`config.mk`:
```
export PLATFORM = sky130hd
export DESIGN_NAME = adder_arbiter
export DESIGN_NICKNAME = d
export VERILOG_FILES = /design/src/rtl/alu_pkg.sv /design/src/rtl/adder8bit.sv /design/src/rtl/adder_arbiter.sv
export SDC_FILE = /design/constraint.sdc
export NUM_CORES = 1
export LEC_CHECK = 0
export ABC_AREA = 0
export CAP_MARGIN = 0
export CELL_PAD_IN_SITES_DETAIL_PLACEMENT = 1
export CELL_PAD_IN_SITES_GLOBAL_PLACEMENT = 1
export CORE_ASPECT_RATIO = 1.1
export CORE_MARGIN = 2
export CORE_UTILIZATION = 34
export DETAILED_ROUTE_END_ITERATION = 8
export MAX_ROUTING_LAYER = met4
export PLACE_DENSITY_LB_ADDON = 0.1
export SLEW_MARGIN = 20
export SYNTH_ARGS = -nofsm -noshare
export SYNTH_HDL_FRONTEND = slang
export SYNTH_HIERARCHICAL = 1
export SYNTH_SLANG_ARGS = --single-unit
```
`constraint.sdc`:
```
create_clock -name clk -period 2.5 [get_ports clk]
set_clock_uncertainty 0.2 [all_clocks]
set_input_delay 0.75 -clock clk [delete_from_list [all_inputs] [get_ports clk]]
set_output_delay 0.75 -clock clk [all_outputs]
set_load 0.01 [all_outputs]
```
`src/rtl/alu_pkg.sv`:
```
`default_nettype none
// ============================================================================
// Module      : alu_pkg
// Description : Shared ALU constants: datapath width, adder_arbiter state
//               encoding and requester IDs.
// Revision    : 1.0 - initial release
// ============================================================================
package alu_pkg;

  localparam int DATA_W = 8;

  localparam logic [1:0] ST_IDLE = 2'd0;
  localparam logic [1:0] ST_EXEC = 2'd1;
  localparam logic [1:0] ST_RESP = 2'd2;

  localparam logic ID_REQ0 = 1'b0;
  localparam logic ID_REQ1 = 1'b1;

  typedef enum logic [1:0] {
    S_IDLE = ST_IDLE,
    S_EXEC = ST_EXEC,
    S_RESP = ST_RESP
  } arb_state_e;

endpackage : alu_pkg
`default_nettype wire

```
`src/rtl/adder8bit.sv`:
```
`default_nettype none
// ============================================================================
// Module      : adder8bit
// Description : Combinational adder producing sum, unsigned carry-out and
//               two's-complement signed overflow.
// Revision    : 1.0 - initial release
// ============================================================================
module adder8bit #(
  parameter int WIDTH = 8
) (
  input  logic [WIDTH-1:0] a,
  input  logic [WIDTH-1:0] b,
  output logic [WIDTH-1:0] sum,
  output logic             carry,
  output logic             overflow
);

  logic [WIDTH:0] w_full;

  // Widen by one bit so the carry falls out of the top of the addition.
  always_comb begin
    w_full   = {1'b0, a} + {1'b0, b};
    sum      = w_full[WIDTH-1:0];
    carry    = w_full[WIDTH];
    // Signed overflow: operands agree in sign but the result does not.
    overflow = (a[WIDTH-1] == b[WIDTH-1]) && (w_full[WIDTH-1] != a[WIDTH-1]);
  end

endmodule : adder8bit
`default_nettype wire

```
`src/rtl/adder_arbiter.sv`:
```
`default_nettype none
// ============================================================================
// Module      : adder_arbiter
// Description : Two-requester round-robin arbiter and sequencer for the shared
//               adder. One operation in flight at a time: accept, execute,
//               hold the registered response until the consumer takes it.
// Revision    : 1.0 - initial release
// ============================================================================
module adder_arbiter #(
  parameter int DATA_W = alu_pkg::DATA_W
) (
  input  logic              clk,
  input  logic              rst,
  input  logic              req0_valid,
  input  logic [DATA_W-1:0] req0_a,
  input  logic [DATA_W-1:0] req0_b,
  output logic              req0_ready,
  input  logic              req1_valid,
  input  logic [DATA_W-1:0] req1_a,
  input  logic [DATA_W-1:0] req1_b,
  output logic              req1_ready,
  output logic              resp_valid,
  input  logic              resp_ready,
  output logic              resp_id,
  output logic [DATA_W-1:0] resp_sum,
  output logic              resp_carry,
  output logic              resp_overflow
);

  import alu_pkg::*;

  arb_state_e        state_q, state_d;
  logic [DATA_W-1:0] op_a_q, op_a_d;
  logic [DATA_W-1:0] op_b_q, op_b_d;
  logic              grant_id_q, grant_id_d;
  logic              last_id_q, last_id_d;
  logic              resp_valid_q, resp_valid_d;
  logic              resp_id_q, resp_id_d;
  logic [DATA_W-1:0] resp_sum_q, resp_sum_d;
  logic              resp_carry_q, resp_carry_d;
  logic              resp_overflow_q, resp_overflow_d;

  logic [DATA_W-1:0] add_sum;
  logic              add_carry;
  logic              add_overflow;

  adder8bit #(
    .WIDTH (DATA_W)
  ) u_adder (
    .a        (op_a_q),
    .b        (op_b_q),
    .sum      (add_sum),
    .carry    (add_carry),
    .overflow (add_overflow)
  );

  // Next-state, grant selection and combinational ready outputs.
  always_comb begin
    state_d         = state_q;
    op_a_d          = op_a_q;
    op_b_d          = op_b_q;
    grant_id_d      = grant_id_q;
    last_id_d       = last_id_q;
    resp_valid_d    = resp_valid_q;
    resp_id_d       = resp_id_q;
    resp_sum_d      = resp_sum_q;
    resp_carry_d    = resp_carry_q;
    resp_overflow_d = resp_overflow_q;
    req0_ready      = 1'b0;
    req1_ready      = 1'b0;

    unique case (state_q)
      S_IDLE: begin
        // Ready is gated by rst so nothing is accepted during reset.
        if (!rst) begin
          // Requester 0 wins when alone, or under contention after a req1 grant.
          if (req0_valid && (!req1_valid || (last_id_q == ID_REQ1))) begin
            req0_ready = 1'b1;
            op_a_d     = req0_a;
            op_b_d     = req0_b;
            grant_id_d = ID_REQ0;
            last_id_d  = ID_REQ0;
            state_d    = S_EXEC;
          end else if (req1_valid) begin
            req1_ready = 1'b1;
            op_a_d     = req1_a;
            op_b_d     = req1_b;
            grant_id_d = ID_REQ1;
            last_id_d  = ID_REQ1;
            state_d    = S_EXEC;
          end
        end
      end
      S_EXEC: begin
        resp_valid_d    = 1'b1;
        resp_id_d       = grant_id_q;
        resp_sum_d      = add_sum;
        resp_carry_d    = add_carry;
        resp_overflow_d = add_overflow;
        state_d         = S_RESP;
      end
      S_RESP: begin
        if (resp_ready) begin
          resp_valid_d = 1'b0;
          state_d      = S_IDLE;
        end
      end
      default: begin
        state_d = S_IDLE;
      end
    endcase
  end

  // State and datapath registers with synchronous reset.
  always_ff @(posedge clk) begin
    if (rst) begin
      state_q         <= S_IDLE;
      op_a_q          <= '0;
      op_b_q          <= '0;
      grant_id_q      <= ID_REQ0;
      last_id_q       <= ID_REQ1;
      resp_valid_q    <= 1'b0;
      resp_id_q       <= ID_REQ0;
      resp_sum_q      <= '0;
      resp_carry_q    <= 1'b0;
      resp_overflow_q <= 1'b0;
    end else begin
      state_q         <= state_d;
      op_a_q          <= op_a_d;
      op_b_q          <= op_b_d;
      grant_id_q      <= grant_id_d;
      last_id_q       <= last_id_d;
      resp_valid_q    <= resp_valid_d;
      resp_id_q       <= resp_id_d;
      resp_sum_q      <= resp_sum_d;
      resp_carry_q    <= resp_carry_d;
      resp_overflow_q <= resp_overflow_d;
    end
  end

  assign resp_valid    = resp_valid_q;
  assign resp_id       = resp_id_q;
  assign resp_sum      = resp_sum_q;
  assign resp_carry    = resp_carry_q;
  assign resp_overflow = resp_overflow_q;

endmodule : adder_arbiter
`default_nettype wire

```
## Yosys cells after proc, flatten, opt, wreduce, memory -nomap -nowiden

Cells that the tools add are included.

- Flip-flop bits (word level): 32
- Bits of input ports: 37
- Output and inout port bits: 14
- Logic and storage cells: 46

- Add/subtract/negate cells: 1
- Eq/ne operators: 6
- Mux-type cells: 19
- Reductions and logical operators: 10

Operators with widths:

| cell | number |
|---|---|
| $mux W8 | 4 |
| $mux W1 | 10 |
| $add A8 B8 Y9 | 1 |
| $mux W2 | 3 |
| $pmux W2 S3 | 1 |
| $reduce_and A2 Y1 | 3 |
| $reduce_bool A2 Y1 | 2 |
| $ne A3 B3 Y1 const B | 1 |
| $eq A2 B1 Y1 const B | 1 |
| $eq A2 B2 Y1 const B | 1 |
| $logic_and A1 B1 Y1 | 2 |
| $logic_not A2 Y1 | 1 |
| $ne A2 B2 Y1 const B | 1 |
| $pmux W1 S2 | 1 |
| $eq A1 B1 Y1 | 1 |
| $logic_not A1 Y1 | 1 |
| $logic_or A1 B1 Y1 | 1 |
| $ne A1 B1 Y1 | 1 |

## Longest topological paths before layout

Gate-level depths: netlist of the first run.

- Depth after elaboration: 6
- Mapped depth: 8
- Mapped depth without buffers: 8

## Modules after synthesis

Netlist of the first run, hierarchy kept.

By module, submodules not included:

| module | times used | cells an instance | area each (sq um) | sequential area each (sq um) |
|---|---|---|---|---|
| adder_arbiter | 1 | 169 | 1452.6 | 640.6 |
| adder8bit | 1 | 42 | 329.1 | 0.0 |

## Worst setup path after synthesis of the first run

No wires, ideal clock.

- Kind: input-to-output
- Start: in req1_valid
- End: out req0_ready
- Arrival: 1.655 ns
- Required time: 1.550 ns
- Slack: -0.105 ns
- Stages: 5
- Path buffers: 2
- Path through: or2b_1 > buf_2 > buf_2 > nand2_1 > nor4_1

- Word-level cells in the longest chain between the ends: 6

Ends and longest elaborated chain:

| what | line | text |
|---|---|---|
| from (decl) | adder_arbiter.sv:18 | `input logic req1_valid,` |
| $logic_not A1 Y1 | adder_arbiter.sv:77 | `if (req0_valid && (!req1_valid \|\| (last_id_q == ID_REQ1))) begin` |
| $logic_or A1 B1 Y1 | adder_arbiter.sv:77 |  |
| $logic_and A1 B1 Y1 | adder_arbiter.sv:77 |  |
| $mux W1 | adder_arbiter.sv:77 |  |
| $mux W1 | adder_arbiter.sv:75 | `if (!rst) begin` |
| $mux W1 | adder_arbiter.sv:72 | `unique case (state_q)` |
| to (decl) | adder_arbiter.sv:17 | `output logic req0_ready,` |

Every way passes these cells.

## Worst setup path after layout of the first run

Same ends and word-level chain as after synthesis.

==> flow_metrics.py, run 1 <==
metrics = {
    "status": {
        "status": "finished clean",
    },
    "clock_network": {
        "cts_sinks": 32,
        "insertion_delay_ns": 0.28,
        "cts_inserted_buffers": 5,
        "cts-root-buf": "clkbuf_8",
        "cts_tree": "done",
        "clk_pin_slew_ns": 0.06,
        "cts_max_path_buffers": 2,
        "h-tree-depth": 2,
    },
    "run": {
        "maxCapViolCount": 0,
    },
    "die": {
        "die-height_um": 79.9,
        "core_sq_um": 5030,
        "dieArea_sq_um": 5840,
        "initial_core_util": 0.354,
        "fp-row-count": 27,
        "die_w_um": 73.0,
        "pin_count": 51,
    },
    "place": {
        "gp_congestion": 0.723,
        "numPortBuffers": 50,
        "hpwlAfterDp_um": 3720,
        "placedInstanceArea_sq_um": 2350,
        "dp_slack_ns": -0.729,
    },
    "yosys": {
        "ys_types": 39,
        "synth_ff_type": "dfxtp_1",
        "seq_area_frac_synth": 0.360,
        "syn_area_sq_um": 1780,
        "synth_edf_count": 0,
        "yosys_warnings": 6,
        "syn_inst": 211,
        "syn_nets": 257,
        "ys_seq_elements": 32,
        "avgSynthCellArea_sq_um": 8.44,
        "async_reset_ff_frac": 0,
    },
    "global_routing": {
        "antenna_found_initial": 0,
        "grt_pass1_wl_um": 8290,
        "grt_pass1_vias": 1703,
        "gr-total-overflow": 0,
        "grt_max_degree": 21,
        "groute.usage.overall": 0.190,
    },
    "sta": {
        "min_period_ns": 2.42,
        "final-hold-violation-count": 0,
        "slew_viol_final": 0,
        "worst_slack_ns": 0.0755,
        "worst_pin_slew_ns": 0.754,
        "setup_tns_ns": 0,
        "fin_hold_ws_ns": 0.254,
        "period_share": 0.970,
        "slew-limit-headroom": 0.496,
        "setup_viol": 0,
        "rsz0062_at_grt": "no",
        "fmax_mhz": 412,
    },
    "worst_setup_path": {
        "arrival_ns": 1.47,
        "slowest_delay_ns": 0.17,
        "critPathTopFamily": "buffers and inverters",
        "critPathMaxFanout": 2,
        "slowest_stage": "or2b_1",
        "cp_common_cell": "buf_6",
        "required_ns": 1.55,
        "crit_type": "input port to output pin",
        "cp_num_buf_inv": 3,
        "crit_chain": "buf_6, or2b_1, nand2_2, buf_6, nor4_2, buf_2",
        "start_kind": "input port",
        "endpoint_kind": "output pin",
    },
    "pwr": {
        "p_clk_frac": 0.292,
        "power.total_mw": 1.47,
        "power_density_nw_per_um2": 598,
        "seq_power_share": 0.413,
        "switchingPower_mw": 0.438,
        "power.internal_mw": 1.03,
        "total_leakage_power_nw": 0.931,
        "switching_share": 0.299,
        "pwr-share-comb": 0.296,
        "ir_drop_uv": 215,
    },
    "layout": {
        "antenna_cells": 0,
        "syn_to_final_growth_pct": 37.5,
        "final_common_cell": "clkdlybuf4s50_1",
        "fillers": 606,
        "fin_nets": 306,
        "final_cell_mix": "45 x clkdlybuf4s50_1, 35 x a21oi_1, 32 x dfxtp_1",
        "fin_area_sq_um": 2450,
        "layout-drive-gt1-share": 0.135,
    },
    "routing": {
        "dr.pass1.iters": 4,
        "postRouteAntennaNets": 0,
        "vias": 1688,
        "post_drt_via_cell_ratio": 5.31,
        "post-route-drc-count": 0,
        "dr.first_iter.drc_count": 72,
        "wl_per_cell_um": 15.4,
        "wl_um": 4900,
    },
    "min_path": {
        "hold_path_class": "register to register",
    },
}
## synthesized netlist by cell type (2+ instances only)
cell type / count / area, sq um
nor3_1: 4 / 20.0
buf_6: 2 / 22.5
nor2b_1: 4 / 25.0
a21oi_1: 35 / 175
nand3_1: 16 / 80.1
clkbuf_1: 12 / 45.0
inv_1: 3 / 11.3
ha_1: 8 / 100
nand2_1: 25 / 93.8
nor2_1: 5 / 18.8
o21ai_0: 17 / 85.1
a311oi_2: 9 / 135
a311oi_1: 7 / 61.3
dfxtp_1: 32 / 641
buf_2: 3 / 15.0
xnor2_1: 4 / 35.0
o21ai_1: 3 / 15.0
## worst reg2reg max path, stage by stage (launching register included)
cell and delay [ns]:
dfxtp_1 0.32, ha_1 0.23, fa_1 0.41, a21oi_1 0.26, o211ai_1 0.15, a21oi_1 0.19, xnor2_1 0.13, nand2_1 0.06
a21oi_1 0.14
## registers in the layout, indices dropped and copies added, names as in the netlist
signal / count
op_a_q: 8
resp_carry: 1
last_id_q: 1
resp_sum: 8
resp_valid: 1
resp_overflow: 1
state_q: 2
grant_id_q: 1
op_b_q: 8
resp_id: 1
## area by class of cell
cell class / count / area [sq um] / share of cell area
tap: 58 / 72.6 / 0.0296
sequential: 32 / 641 / 0.261
clock buffer: 7 / 96.3 / 0.0393
inverter: 3 / 11.3 / 0.00460
timing repair buffer: 60 / 593 / 0.242
multi-input combinational: 158 / 1040 / 0.423
## logic make-up (layout without fill, tap and decap cells)
logic type               after synthesis  count (layout)  share of synthesized area
AO/OA/AOI/OAI                         78              78                      0.299
XOR/XNOR                               5               5                     0.0246
adder cells (fa/ha/maj)                9               9                     0.0674
buffers and inverters                 21              70                     0.0639
flip-flops                            32              32                      0.360
multiplexers                           1               1                    0.00632
AND/OR/NAND/NOR                       65              65                      0.179
## worst paths after layout
path	from	to	slack, ns	cells after the start
setup reg to reg	op_a_q[0]	resp_sum[6]	0.35	8
hold / removal	resp_sum[2]	resp_sum[2]	0.25	2
hold reg to reg	resp_sum[2]	resp_sum[2]	0.25	2
setup / recovery	req1_valid	req0_ready	0.08	6
## metal layers
| layer | up-vias | global-route usage | share of wire |
|---|---|---|---|
| li1 | 870 | - | - |
| met1 | 767 | 0.245 | 0.48 |
| met2 | 43 | 0.286 | 0.45 |
| met3 | 8 | 0.0429 | 0.042 |
| met4 | 0 | 0.0704 | 0.020 |
| met5 | - | - | 0 |
## power groups by stage
stage / combinational (mW) / sequential (mW) / clock, mW
after floorplan: 0.285 / 0.611 / 0
after global routing: 0.487 / 0.613 / 0.461
final: 0.434 / 0.605 / 0.427
after global placement: 0.431 / 0.614 / 0
after CTS: 0.437 / 0.606 / 0.440
after detailed placement: 0.437 / 0.617 / 0
## what timing repair did
action / CTS / global route
endpoints found under the setup margin: 2 / 1
hold buffers: 0 / 0
setup buffers: 1 / 0
pin swaps: 3 / 2
gates resized for setup: 16 / 0
## metrics by stage
stage	instances	util
floorplan	211	-
global placement	310	0.468
detailed placement	310	0.468
CTS	318	0.487
global route	318	0.487
finish	318	0.487
No activity file was read; power rests on OpenSTA's default activity.
==> inputs of run 2 (changes only) <==
SKIP_LAST_GASP = 1   (was not set)
==> results of run 2 <==
The final DEF is identical to that of run 1; final timing and power are the same.
